$ cat config.mk
export PLATFORM = sky130hd
export DESIGN_NAME = pipeline_hazard_ctrl
export DESIGN_NICKNAME = d
export VERILOG_FILES = /design/src/rtl/pipeline_hazard_ctrl.sv
export SDC_FILE = /design/constraint.sdc
export NUM_CORES = 1
export LEC_CHECK = 0
export ABC_AREA = 0
export CAP_MARGIN = 30
export CORE_ASPECT_RATIO = 0.75
export CORE_MARGIN = 3
export CORE_UTILIZATION = 48
export CTS_BUF_LIST = sky130_fd_sc_hd__clkbuf_16
export DETAILED_ROUTE_END_ITERATION = 10
export DONT_BUFFER_PORTS = 1
export PLACE_DENSITY = 0.73
export SETUP_SLACK_MARGIN = 0.05
export SYNTH_ARGS = -nofsm -noshare
export SYNTH_HDL_FRONTEND = slang
export SYNTH_SLANG_ARGS = --single-unit
$ cat constraint.sdc
create_clock -name Clk -period 6.6 [get_ports Clk]
set_input_delay 1.98 -clock Clk [delete_from_list [all_inputs] [get_ports Clk]]
set_output_delay 1.98 -clock Clk [all_outputs]
set_load 0.05 [all_outputs]
$ cat src/rtl/pipeline_hazard_ctrl.sv
// Hazard and sequencing controller for a 5-stage pipeline: post-reset flush
// sequence, load-use stalls, branch/jump/jr squashing, EX forwarding and perf counters.
module pipeline_hazard_ctrl #(
  parameter int INIT_CYCLES = 4,
  parameter int CNT_W       = 16
) (
  input  logic             Clk,
  input  logic             Reset,
  input  logic [4:0]       ID_Rs,
  input  logic [4:0]       ID_Rt,
  input  logic             ID_UsesRs,
  input  logic             ID_UsesRt,
  input  logic             ID_Jump,
  input  logic [4:0]       EX_Rs,
  input  logic [4:0]       EX_Rt,
  input  logic             EX_MemRead,
  input  logic             EX_Jr,
  input  logic [4:0]       EX_WriteReg,
  input  logic             MEM_RegWrite,
  input  logic [4:0]       MEM_WriteReg,
  input  logic             WB_RegWrite,
  input  logic [4:0]       WB_WriteReg,
  input  logic             M_PCSrc,
  output logic             PCWrite,
  output logic             IFID_Write,
  output logic             IFID_Flush,
  output logic             IDEX_Flush,
  output logic             EXMEM_Flush,
  output logic [1:0]       ForwardA,
  output logic [1:0]       ForwardB,
  output logic             InitDone,
  output logic [CNT_W-1:0] StallCount,
  output logic [CNT_W-1:0] FlushCount
);

  localparam logic [0:0]       S_INIT    = 1'b0;
  localparam logic [0:0]       S_RUN     = 1'b1;
  localparam logic [3:0]       INIT_LAST = 4'(INIT_CYCLES - 1);
  localparam logic [CNT_W-1:0] CNT_MAX   = '1;

  logic [0:0]       r_state;
  logic [3:0]       r_init_cnt;
  logic [CNT_W-1:0] r_stall_cnt;
  logic [CNT_W-1:0] r_flush_cnt;

  logic       w_lu;
  logic       w_stall_inc;
  logic       w_flush_inc;
  logic [1:0] w_fwd_a;
  logic [1:0] w_fwd_b;

  // MEM result is newer than WB, so it wins; $0 is hardwired and never forwards.
  function automatic logic [1:0] fwd_sel(input logic [4:0] src,
                                         input logic mem_we, input logic [4:0] mem_rd,
                                         input logic wb_we,  input logic [4:0] wb_rd);
    if (mem_we && mem_rd != 5'd0 && mem_rd == src)    return 2'b10;
    else if (wb_we && wb_rd != 5'd0 && wb_rd == src)  return 2'b01;
    else                                              return 2'b00;
  endfunction

  assign w_fwd_a = fwd_sel(EX_Rs, MEM_RegWrite, MEM_WriteReg, WB_RegWrite, WB_WriteReg);
  assign w_fwd_b = fwd_sel(EX_Rt, MEM_RegWrite, MEM_WriteReg, WB_RegWrite, WB_WriteReg);

  assign w_lu = EX_MemRead && (EX_WriteReg != 5'd0) &&
                ((ID_UsesRs && ID_Rs == EX_WriteReg) || (ID_UsesRt && ID_Rt == EX_WriteReg));

  always_comb begin
    // NOTE: every output gets a default before any branch so no latch is inferred.
    PCWrite     = 1'b0;
    IFID_Write  = 1'b1;
    IFID_Flush  = 1'b1;
    IDEX_Flush  = 1'b1;
    EXMEM_Flush = 1'b1;
    ForwardA    = 2'b00;
    ForwardB    = 2'b00;
    InitDone    = 1'b0;
    w_stall_inc = 1'b0;
    w_flush_inc = 1'b0;
    if (r_state == S_RUN) begin
      InitDone    = 1'b1;
      ForwardA    = w_fwd_a;
      ForwardB    = w_fwd_b;
      PCWrite     = 1'b1;
      IFID_Flush  = 1'b0;
      IDEX_Flush  = 1'b0;
      EXMEM_Flush = 1'b0;
      if (M_PCSrc) begin
        IFID_Flush  = 1'b1;
        IDEX_Flush  = 1'b1;
        EXMEM_Flush = 1'b1;
        w_flush_inc = 1'b1;
      end else if (EX_Jr) begin
        IFID_Flush  = 1'b1;
        IDEX_Flush  = 1'b1;
        w_flush_inc = 1'b1;
      end else if (w_lu) begin
        // Hold PC and IF/ID, inject a bubble into EX; the jump retries next cycle.
        PCWrite     = 1'b0;
        IFID_Write  = 1'b0;
        IDEX_Flush  = 1'b1;
        w_stall_inc = 1'b1;
      end else if (ID_Jump) begin
        IFID_Flush  = 1'b1;
        w_flush_inc = 1'b1;
      end
    end
  end

  always_ff @(posedge Clk) begin
    // NOTE: sequential state uses non-blocking assignments so all registers update together.
    if (Reset) begin
      r_state     <= S_INIT;
      r_init_cnt  <= 4'd0;
      r_stall_cnt <= '0;
      r_flush_cnt <= '0;
    end else begin
      if (r_state == S_INIT) begin
        r_init_cnt <= r_init_cnt + 4'd1;
        if (r_init_cnt == INIT_LAST) r_state <= S_RUN;
      end
      if (w_stall_inc && r_stall_cnt != CNT_MAX) r_stall_cnt <= r_stall_cnt + CNT_W'(1);
      if (w_flush_inc && r_flush_cnt != CNT_MAX) r_flush_cnt <= r_flush_cnt + CNT_W'(1);
    end
  end

  assign StallCount = r_stall_cnt;
  assign FlushCount = r_flush_cnt;

endmodule

# After elaboration in Yosys (flattened, before gate mapping)
# Cells that the tools add are included.
# totals
ff_bits,37
input_bits,45
word_cells,61
# classes
addsub,3
n_eq_ne,9
muxes,29
reduce_logical,16
# op_table
cell,n
$add 16x1->16 const B,2
$ne 16x16->1 const B,2
$eq 5x5->1,6
$mux 1,25
$reduce_bool 5->1,3
$logic_and 1x1->1,12
$mux 2,4
$add 4x1->4 const B,1
$eq 4x2->1 const B,1
$logic_or 1x1->1,1

# Logic depth before layout (Yosys ltp)
# logic_depth
word_depth,9
ltp_mapped,9
depth_no_buf,7

# Least setup slack after synthesis
# No wires, ideal clock.
# synth_path
path_kind,input port to output port
start,input port MEM_WriteReg[1]
end,output port ForwardA[0]
arrival_ns,4.331
required_time_ns,4.620
setup_slack_ns,0.289
stages,4
path_buffers,0
path_cell_list,or4_1 > o21ai_0 > nor4_1 > nor4_1
# synth_via
elab_chain_cells,5
word_cells_on_any_way,6
# synth_rtl
item,line,rtl
start: declaration,20,"input logic [4:0] MEM_WriteReg,"
$reduce_bool 5->1,56,if (mem_we && mem_rd != 5'd0 && mem_rd == src) return 2'b10;
$logic_and 1x1->1,56,
$logic_and 1x1->1 *,56,
$mux 2 *,56,
$mux 2 *,79,if (r_state == S_RUN) begin
end: declaration,29,"output logic [1:0] ForwardA,"
# Every way passes the cells marked *; elsewhere a longest branch is shown, timed or not.

# Worst setup path in the final report
# Ends and elaborated chain as after synthesis.

==> summary.md <==
| Metric | Value |
|---|---|
| Status | `finished, final reports clean` |
| I/O Buffers | `0` |
| Routed met1 length | `2.41 mm` |
| Post-CTS setup buffers | `0` |
| Total of max-cap violations | `0` |
| Min cycle time layout | `5.32 ns` |
| Synth Warn # | `0` |
| N_diodes | `0` |
| Synth Instances | `292` |
| Total routed wirelength | `5.63 mm` |
| Vias/cell | `6.06` |
| Detailed placement HPWL | `4.30 mm` |
| Reg clk slew, reported paths | `0.05 ns` |
| Post-DRT Antenna Nets | `0` |
| GRT Residual Overflow | `0` |
| CTS Root Cell | `clkbuf_16` |
| CTS tree | `built` |
| Maximum root-to-sink buffer count | `2` |
| Drt wl/cell | `16.2 µm` |
| DRT iter0 DRCs | `110` |
| Area contributors post-synth | `dfxtp_1 32%, xnor2_1 6.4%, xor2_1 6.4%, a21oi_1 5.0%, nor2_1 4.4%` |
| Die Y-Extent | `66.2 µm` |
| First-pass GRT wire length | `8.94 mm` |
| DR vias | `2108` |
| Avg Inst Size Synth | `7.95 µm²` |
| # IOs | `87` |
| Post-synth EDFFs | `0` |
| Die width | `86.3 µm` |
| Placed cells | `340` |
| CP max FO | `3` |
| Final worst path period share | `0.806` |
| Area leader, netlist | `dfxtp_1` |
| Min-delay worst type | `reg2reg` |
| Worst-Margin Slew | `0.843 ns` |
| Critical Path Stages | `5` |
| Final Max Tran Viols | `0` |
| Most common cell in the netlist | `dfxtp_1` |
| CTS H-tree lvls | `2` |
| Metal2 WL | `2.63 mm` |
| Critical path type | `in2out` |
| Final cell count without fillers | `348` |
| Fillcell total | `447` |
| Primary FF master, synth | `dfxtp_1` |
| Buf+Inv Stages, Crit Path | `1` |
| Resized cells post-CTS | `0` |
| Drt pass-1 iters | `4` |
| Final setup fails | `0` |
| Slowest stage delay, CP | `0.50 ns` |
| CP max-delay cell | `or4_1` |
| Final #Nets | `338` |
| Required time of the critical path | `4.62 ns` |
| Fmax achieved | `188 MHz` |
| Rows | `21` |
| Syn_nets | `340` |
| Initial antenna violation count | `0` |
| Ys async rst share | `0` |
| Worst Setup Start Kind | `input pin` |
| Max IR drop VDD | `0.130 mV` |
| Distinct cell type count after synthesis | `39` |
| RSZ-0062 raised after global routing | `no` |
| Initial Utilization | `0.508` |
| Power per cell area | `203 nW/µm²` |
| Final Hold Vio Count | `0` |
| Placer's final routability congestion estimate | `0.897` |
| Setup tns final | `0 ns` |
| Final Power | `0.509 mW` |
| Number of remaining DRC errors | `0` |
| CP cell instances | `or4_1 -> o21ai_0 -> nor4_1 -> nor4_2 -> buf_4` |
| Hold Crit Depth | `2` |
| TritonCTS Sinks | `37` |
| Clk_lat worst skew | `0.28 ns` |
| DR WL met3 | `548 µm` |
| Netlist Area Pre-Place | `2320 µm²` |
| Total GRT Usage | `0.194` |
| Area grow syn2layout | `7.92%` |
| #FFs+latches synth | `37` |
| Top sig layer | `met4` |
| Seq/Total Area, Yosys | `0.319` |
| CTS Buf Count | `5` |
| Layout cells sized above 1 | `0.0790` |
| Crit path DAT | `3.34 ns` |
| Die Area | `5710 µm²` |
| Core outline area | `4570 µm²` |
| Top cell type's share of synthesized area | `0.319` |
| Crit end category | `output port` |
| CTS Hold Bufs | `0` |
| R2R cell count | `7` |
| Pin count of the biggest net entering global routing | `47` |
| Vias in the first global route | `1929` |
| Post-synth top cells | `37 x dfxtp_1, 27 x nor2_1, 24 x nand2_1, 23 x a21oi_1` |
| Delay-heaviest family, CP | `simple AND/OR/NAND/NOR gates` |
| Max_slew headroom | `0.436` |
| Clk_skew | `0.00498 ns` |
| LEAKAGE | `0.788 nW` |
==> area by class of cell <==
cell class	count	area [µm²]	area share
clock inverter	3	13.8	0.00549
timing repair buffer	4	30.0	0.0120
sequential	37	741	0.296
clock buffer	5	125	0.0500
tap	57	71.3	0.0285
multi-input combinational	238	1510	0.602
inverter	4	15.0	0.00599
==> state kept, by name, indices dropped and copies added (netlist names) <==
signal and count:
r_init_cnt 4, r_state 1, FlushCount 16, StallCount 16
==> tightest hold or removal path, stage by stage (launching register included) <==
cell,delay (ns)
dfxtp_1,0.35
xor2_1,0.07
nor2_1,0.07
==> final timing paths <==
| kind | from | endpoint | slack, ns |
|---|---|---|---|
| setup / recovery | MEM_WriteReg[1] | ForwardA[0] | 1.28 |
| setup reg to reg | StallCount[0] | StallCount[9] | 3.57 |
| hold reg to reg | r_init_cnt[3] | r_init_cnt[3] | 0.53 |
| hold / removal | r_init_cnt[3] | r_init_cnt[3] | 0.53 |
==> through the flow <==
| stage | hold WS (ns) | worst slack, ns | util | instance area [µm²] |
|---|---|---|---|---|
| 3_5_place_dp | 0.509 | 1.27 | 0.518 | 2370 |
| 4_1_cts | 0.526 | 1.27 | 0.548 | 2500 |
| 2_1_floorplan | 0.480 | 0.289 | - | 2320 |
| 5_1_grt | 0.551 | 1.20 | 0.548 | 2500 |
| 6_report | 0.527 | 1.28 | 0.548 | 2500 |
| 3_3_place_gp | 0.499 | 1.30 | 0.518 | 2370 |
==> cell families (layout without fill, tap and decap cells) <==
logic type	count (synthesis)	count (layout)	share of synthesized area
flops	37	37	0.319
xor+xnor	34	34	0.128
buf+inv	17	16	0.0361
compound gates	52	52	0.127
fa+ha+maj	3	3	0.0162
mux	10	10	0.0474
simple gates	139	139	0.326
==> per-layer routing <==
layer / up-vias / global-route usage
met5: - / 0
met4: 0 / 0.0467
met3: 5 / 0.0735
met2: 77 / 0.313
met1: 980 / 0.245
li1: 1046 / -
==> power by group <==
group	leakage [nW]	switching, mW	total, mW	internal [mW]
clock network	0.0748	0.0867	0.224	0.137
logic	0.414	0.0279	0.0502	0.0223
registers	0.299	0.00700	0.236	0.229
==> placed cells by master, fill, tap and decap left out, types with 2 or more instances in the layout <==
cell type  count
clkbuf_16      5
o21ai_0       16
or4_1         12
mux2i_1        2
nor2_1        27
xnor2_1       17
nand4_1        9
buf_4          4
nor4_1         7
or3_1         14
clkinv_2       2
mux2_2         7
nand3_1       17
nor2b_1       10
nor3_1         4
and3_1         2
nor4_2         2
nand2_1       24
and2_1         4
xor2_1        17
a21oi_1       23
inv_1          5
ha_1           3
dfxtp_1       37
o31ai_1        7
Note: power is estimated with default switching activity, not from simulation.
